File: src/rtl/mux_nto1_ctx_cfg.sv
// mux_nto1_ctx_cfg: N-to-1 CGRA routing mux whose per-context selects come from a serial config chain.
// Define MUX_CTX_OUT_REG_EN to register out. The context port is named context_o because context is a reserved word.
module mux_nto1_ctx_cfg #(
  parameter int WIDTH = 32,
  parameter int NUM_INPUTS = 4,
  parameter int NUM_CONTEXTS = 1,
  localparam int SEL_W = $clog2(NUM_INPUTS),
  localparam int CTX_W = NUM_CONTEXTS > 1 ? $clog2(NUM_CONTEXTS) : 1,
  localparam int CFG_W = NUM_CONTEXTS * SEL_W
) (
  input  logic                        CGRA_Clock,
  input  logic                        CGRA_Reset,
  input  logic                        CGRA_Enable,
  input  logic                        Config_Enable,
  input  logic                        ConfigIn,
  output logic                        ConfigOut,
  input  logic [NUM_INPUTS*WIDTH-1:0] in,
  output logic [WIDTH-1:0]            out,
  output logic [CTX_W-1:0]            context_o
);
  logic [CFG_W-1:0] cfg_q, cfg_d;
  logic [CTX_W-1:0] ctx_q, ctx_d;
  logic [SEL_W-1:0] sel;
  logic [WIDTH-1:0] mux_val;
  logic             run;
  always_comb begin
    run = CGRA_Enable && !Config_Enable;
    cfg_d = Config_Enable ? CFG_W'({cfg_q, ConfigIn}) : cfg_q;
    ctx_d = !run ? ctx_q : (ctx_q == CTX_W'(NUM_CONTEXTS - 1)) ? '0 : ctx_q + 1'b1;
    sel = cfg_q[int'(ctx_q)*SEL_W +: SEL_W];
    mux_val = '0;
    // Unmatched selects (>= NUM_INPUTS) leave the zero default in place.
    for (int k = 0; k < NUM_INPUTS; k++)
      if (int'(sel) == k) mux_val = in[k*WIDTH +: WIDTH];
  end
  always_ff @(posedge CGRA_Clock) begin
    if (CGRA_Reset) begin
      cfg_q <= '0;
      ctx_q <= '0;
    end else begin
      cfg_q <= cfg_d;
      ctx_q <= ctx_d;
    end
  end
`ifdef MUX_CTX_OUT_REG_EN
  logic [WIDTH-1:0] out_q;
  always_ff @(posedge CGRA_Clock) begin
    if (CGRA_Reset) out_q <= '0;
    else if (run) out_q <= mux_val;
  end
  assign out = out_q;
`else
  assign out = CGRA_Reset ? '0 : mux_val;
`endif
  assign ConfigOut = cfg_q[CFG_W-1];
  assign context_o = ctx_q;
endmodule

File: config.mk
export PLATFORM = sky130hd
export DESIGN_NAME = mux_nto1_ctx_cfg
export DESIGN_NICKNAME = d
export VERILOG_FILES = /design/src/rtl/mux_nto1_ctx_cfg.sv
export SDC_FILE = /design/constraint.sdc
export NUM_CORES = 1
export LEC_CHECK = 0
export ABC_AREA = 1
export BUFFER_PORTS_ARGS = -buffer_cell sky130_fd_sc_hd__buf_2
export CORE_MARGIN = 2
export CORE_UTILIZATION = 30
export DETAILED_ROUTE_END_ITERATION = 10
export PLACE_DENSITY = 0.79
export SYNTH_ARGS = -nofsm -noshare
export SYNTH_HDL_FRONTEND = slang
export SYNTH_SLANG_ARGS = --single-unit
export TNS_END_PERCENT = 20
File: constraint.sdc
create_clock -name CGRA_Clock -period 1 [get_ports CGRA_Clock]
set_input_delay 0.1 -clock CGRA_Clock [delete_from_list [all_inputs] [get_ports CGRA_Clock]]
set_output_delay 0.1 -clock CGRA_Clock [all_outputs]
set_load 0.01 [all_outputs]
==> flow_metrics.tcl <==
set metrics [dict create \
    slowest_stage "dfxtp_2" \
    port-buffer-count 164 \
    dieArea_mm2 0.00505 \
    largest_register_ffs 2 \
    p_int_mw 0.869 \
    synthMuxAreaShare 0 \
    cts_tree "built" \
    critPathTopFamily "simple AND/OR/NAND/NOR gates" \
    postCtsSetupRepairBufs 0 \
    power_density_mw_per_mm2 595 \
    clk_latency_ns 0.21 \
    largest-register "cfg_q" \
    grt_max_degree 26 \
    synthXorXnorAreaFrac 0 \
    cts.sinks 2 \
    wl_per_cell_um 11.3 \
    drcViolationCount 0 \
    nets 595 \
    netlist_area_mm2 0.00135 \
    syn_inst 292 \
    cp.arrival_ns 1.36 \
    max_freq_ghz 0.687 \
    dr.pass1.iters 4 \
    antenna_left 0 \
    peakVddDrop_uv 307 \
    comb_power_share 0.720 \
    grt_pass1_vias 2208 \
    worstSetupEndpointType "output pin" \
    n_antenna_cell 0 \
    fp.dieW_um 71.1 \
    path_cells "buf_6 > inv_8 > nor2_2 > nand2_1 > nand3_1 > nand2_1 > inv_1 > buf_2" \
    synth_top_family_by_area "simple AND/OR/NAND/NOR gates" \
    status "complete, but fails checks" \
    gp_congestion 0.829 \
    overflow 0 \
    path_class "flip-flop to output pin" \
    synth_top_area_frac 0.237 \
    hold_class "primary input to flip-flop" \
    crit_top_cell "nand2_1" \
    syn_nets 425 \
    clk_pin_slew_ns 0.03 \
    hold_viol 0 \
    power.switching_mw 0.605 \
    period_share 1.46 \
    path_buf_inv 4 \
    boundaryPins 167 \
    drive_gt1_frac 0.467 \
    yosys.area_share.simple 0.559 \
    drt-initial-drc-count 98 \
    fin_ws_ns -0.456 \
    synth_compound_area_frac 0.178 \
    gr-usage-all-layers 0.213 \
    final_cell_count_no_fill 512 \
    area_growth_pct 83.8 \
    die_h_um 71.1 \
    ys_seq_area_frac 0.0297 \
    p_sw_frac 0.411 \
    yosysTopAreaCell "nand2_1" \
    seq_power_share 0.068 \
    worstPathMaxFanout 4 \
    startpoint_type "flip-flop" \
    slew_viol_final 0 \
    cts_buffers 3 \
    synth-adder-area-share 0 \
    p_leak_nw 1.63 \
    dp.cells 506 \
    vias 2414 \
    dpl.hpwl_um 4490 \
    clockRootBuffer "clkbuf_8" \
    top_regs "cfg_q: 2 flops" \
    antenna_found_initial 0 \
    avgSynthCellArea_um2 4.62 \
    total_power_mw 1.47 \
    min_period_ns 1.46 \
    maxCapViolCount 0 \
    start_util 0.310 \
    worstPathRequired_ns 0.90 \
    synth_area_leaders "nand2_1 24%, inv_1 13%, nand3_1 12%, nor2_1 11%, o21ai_0 11%" \
    place_area_mm2 0.00235 \
    cts.htree.levels 1 \
    setup_viol 33 \
    synth_cell_types 19 \
    grt_setup_unrepaired "yes" \
    ys_warn_count 0 \
    grt_pass1_wl_um 8930 \
    ctsHoldBuffers 0 \
    skew_ns 0.00133 \
    ys_seq_elements 2 \
    post-route-util 0.569 \
    routed_wl_um 5810 \
    crit_path_max_incr_delay_ns 0.34 \
    viasPerCell 4.71 \
    rows 24 \
    violations "setup timing" \
    design.core.area_mm2 0.00435 \
    fin_area_mm2 0.00248 \
    clkPwrFrac 0.211 \
    clk_path_buf_depth 2 \
]
## layer usage
metal	vias up	global-route usage	wire, um
li1	1238	-	-
met1	1044	0.231	2180
met2	126	0.427	2990
met3	6	0.0385	598
met4	0	0.0398	45
met5	-	0	0
## cell type report
cell class              instances  area, um^2
clock buffers                   3        41.3
multi-input cells             222        1090
inverters                      49         191
fillers                       445        1880
repair buffers                184        1050
flip-flops and latches          2        45.0
well taps                      52        65.1
## timing repair
item / CTS / global route
endpoints found under the hold margin: 0 / 0
cloned: 1 / 2
resized for setup: 8 / 11
pin swaps: 7 / 4
endpoints found under the setup margin: 33 / 34
## cells in the mapped netlist, drive strengths merged
master / number
clkbuf: 5
nand3b: 11
a21oi: 15
nand2: 86
inv: 49
dfxtp: 2
conb: 1
nand3: 32
buf: 16
o21ai: 33
nor2: 42
## logic make-up (layout without fill, tap and decap cells)
family	Yosys count	count (layout)
AND/OR/NAND/NOR	171	173
AO/OA/AOI/OAI	48	48
other	1	1
flip-flops	2	2
buffers and inverters	70	236
## worst reg2reg max path, delay by kind of cell, from the launching register on
family	cells	cell delay, ns
DFF	1	0.32
and+or+nand+nor	2	0.09
buffers and inverters	3	0.34
AOI/OAI and AO/OA	1	0.11
## cells in the final DEF, fill, tap and decap left out, drive strengths merged
master  synthesis  routed
nand3b         11      11
nor2           42      44
conb            1       1
nand3          32      32
clkbuf          5       4
inv            49      49
o21ai          33      33
buf            16     183
dfxtp           2       2
a21oi          15      15
nand2          86      86
## power groups by stage
| stage | logic [mW] | registers (mW) | clock network (mW) |
|---|---|---|---|
| 2_1_floorplan | 0.546 | 0.0905 | 0 |
| 3_3_place_gp | 0.995 | 0.0976 | 0 |
| 3_5_place_dp | 1.01 | 0.0988 | 0 |
| 4_1_cts | 1.03 | 0.0998 | 0.323 |
| 5_1_grt | 1.18 | 0.103 | 0.338 |
| 6_report | 1.06 | 0.101 | 0.311 |
## final timing paths
check,start,cells after the start,slack [ns],endpoint
setup reg to reg,cfg_q[0],6,0.03,cfg_q[0]
hold / removal,Config_Enable,2,0.11,cfg_q[1]
setup / recovery,cfg_q[0],8,-0.46,out[15]
hold reg to reg,cfg_q[0],4,0.76,cfg_q[1]
## through the flow
stage,setup TNS (ns),hold slack [ns],worst slack [ns]
CTS,-13.50,0.0993,-0.450
global placement,-6.97,0.318,-0.251
finish,-13.70,0.106,-0.456
floorplan,-2.67,0.186,-0.0861
global route,-16.57,0.123,-0.542
detailed placement,-7.32,0.317,-0.266
Power figures use the tool's default switching activity.
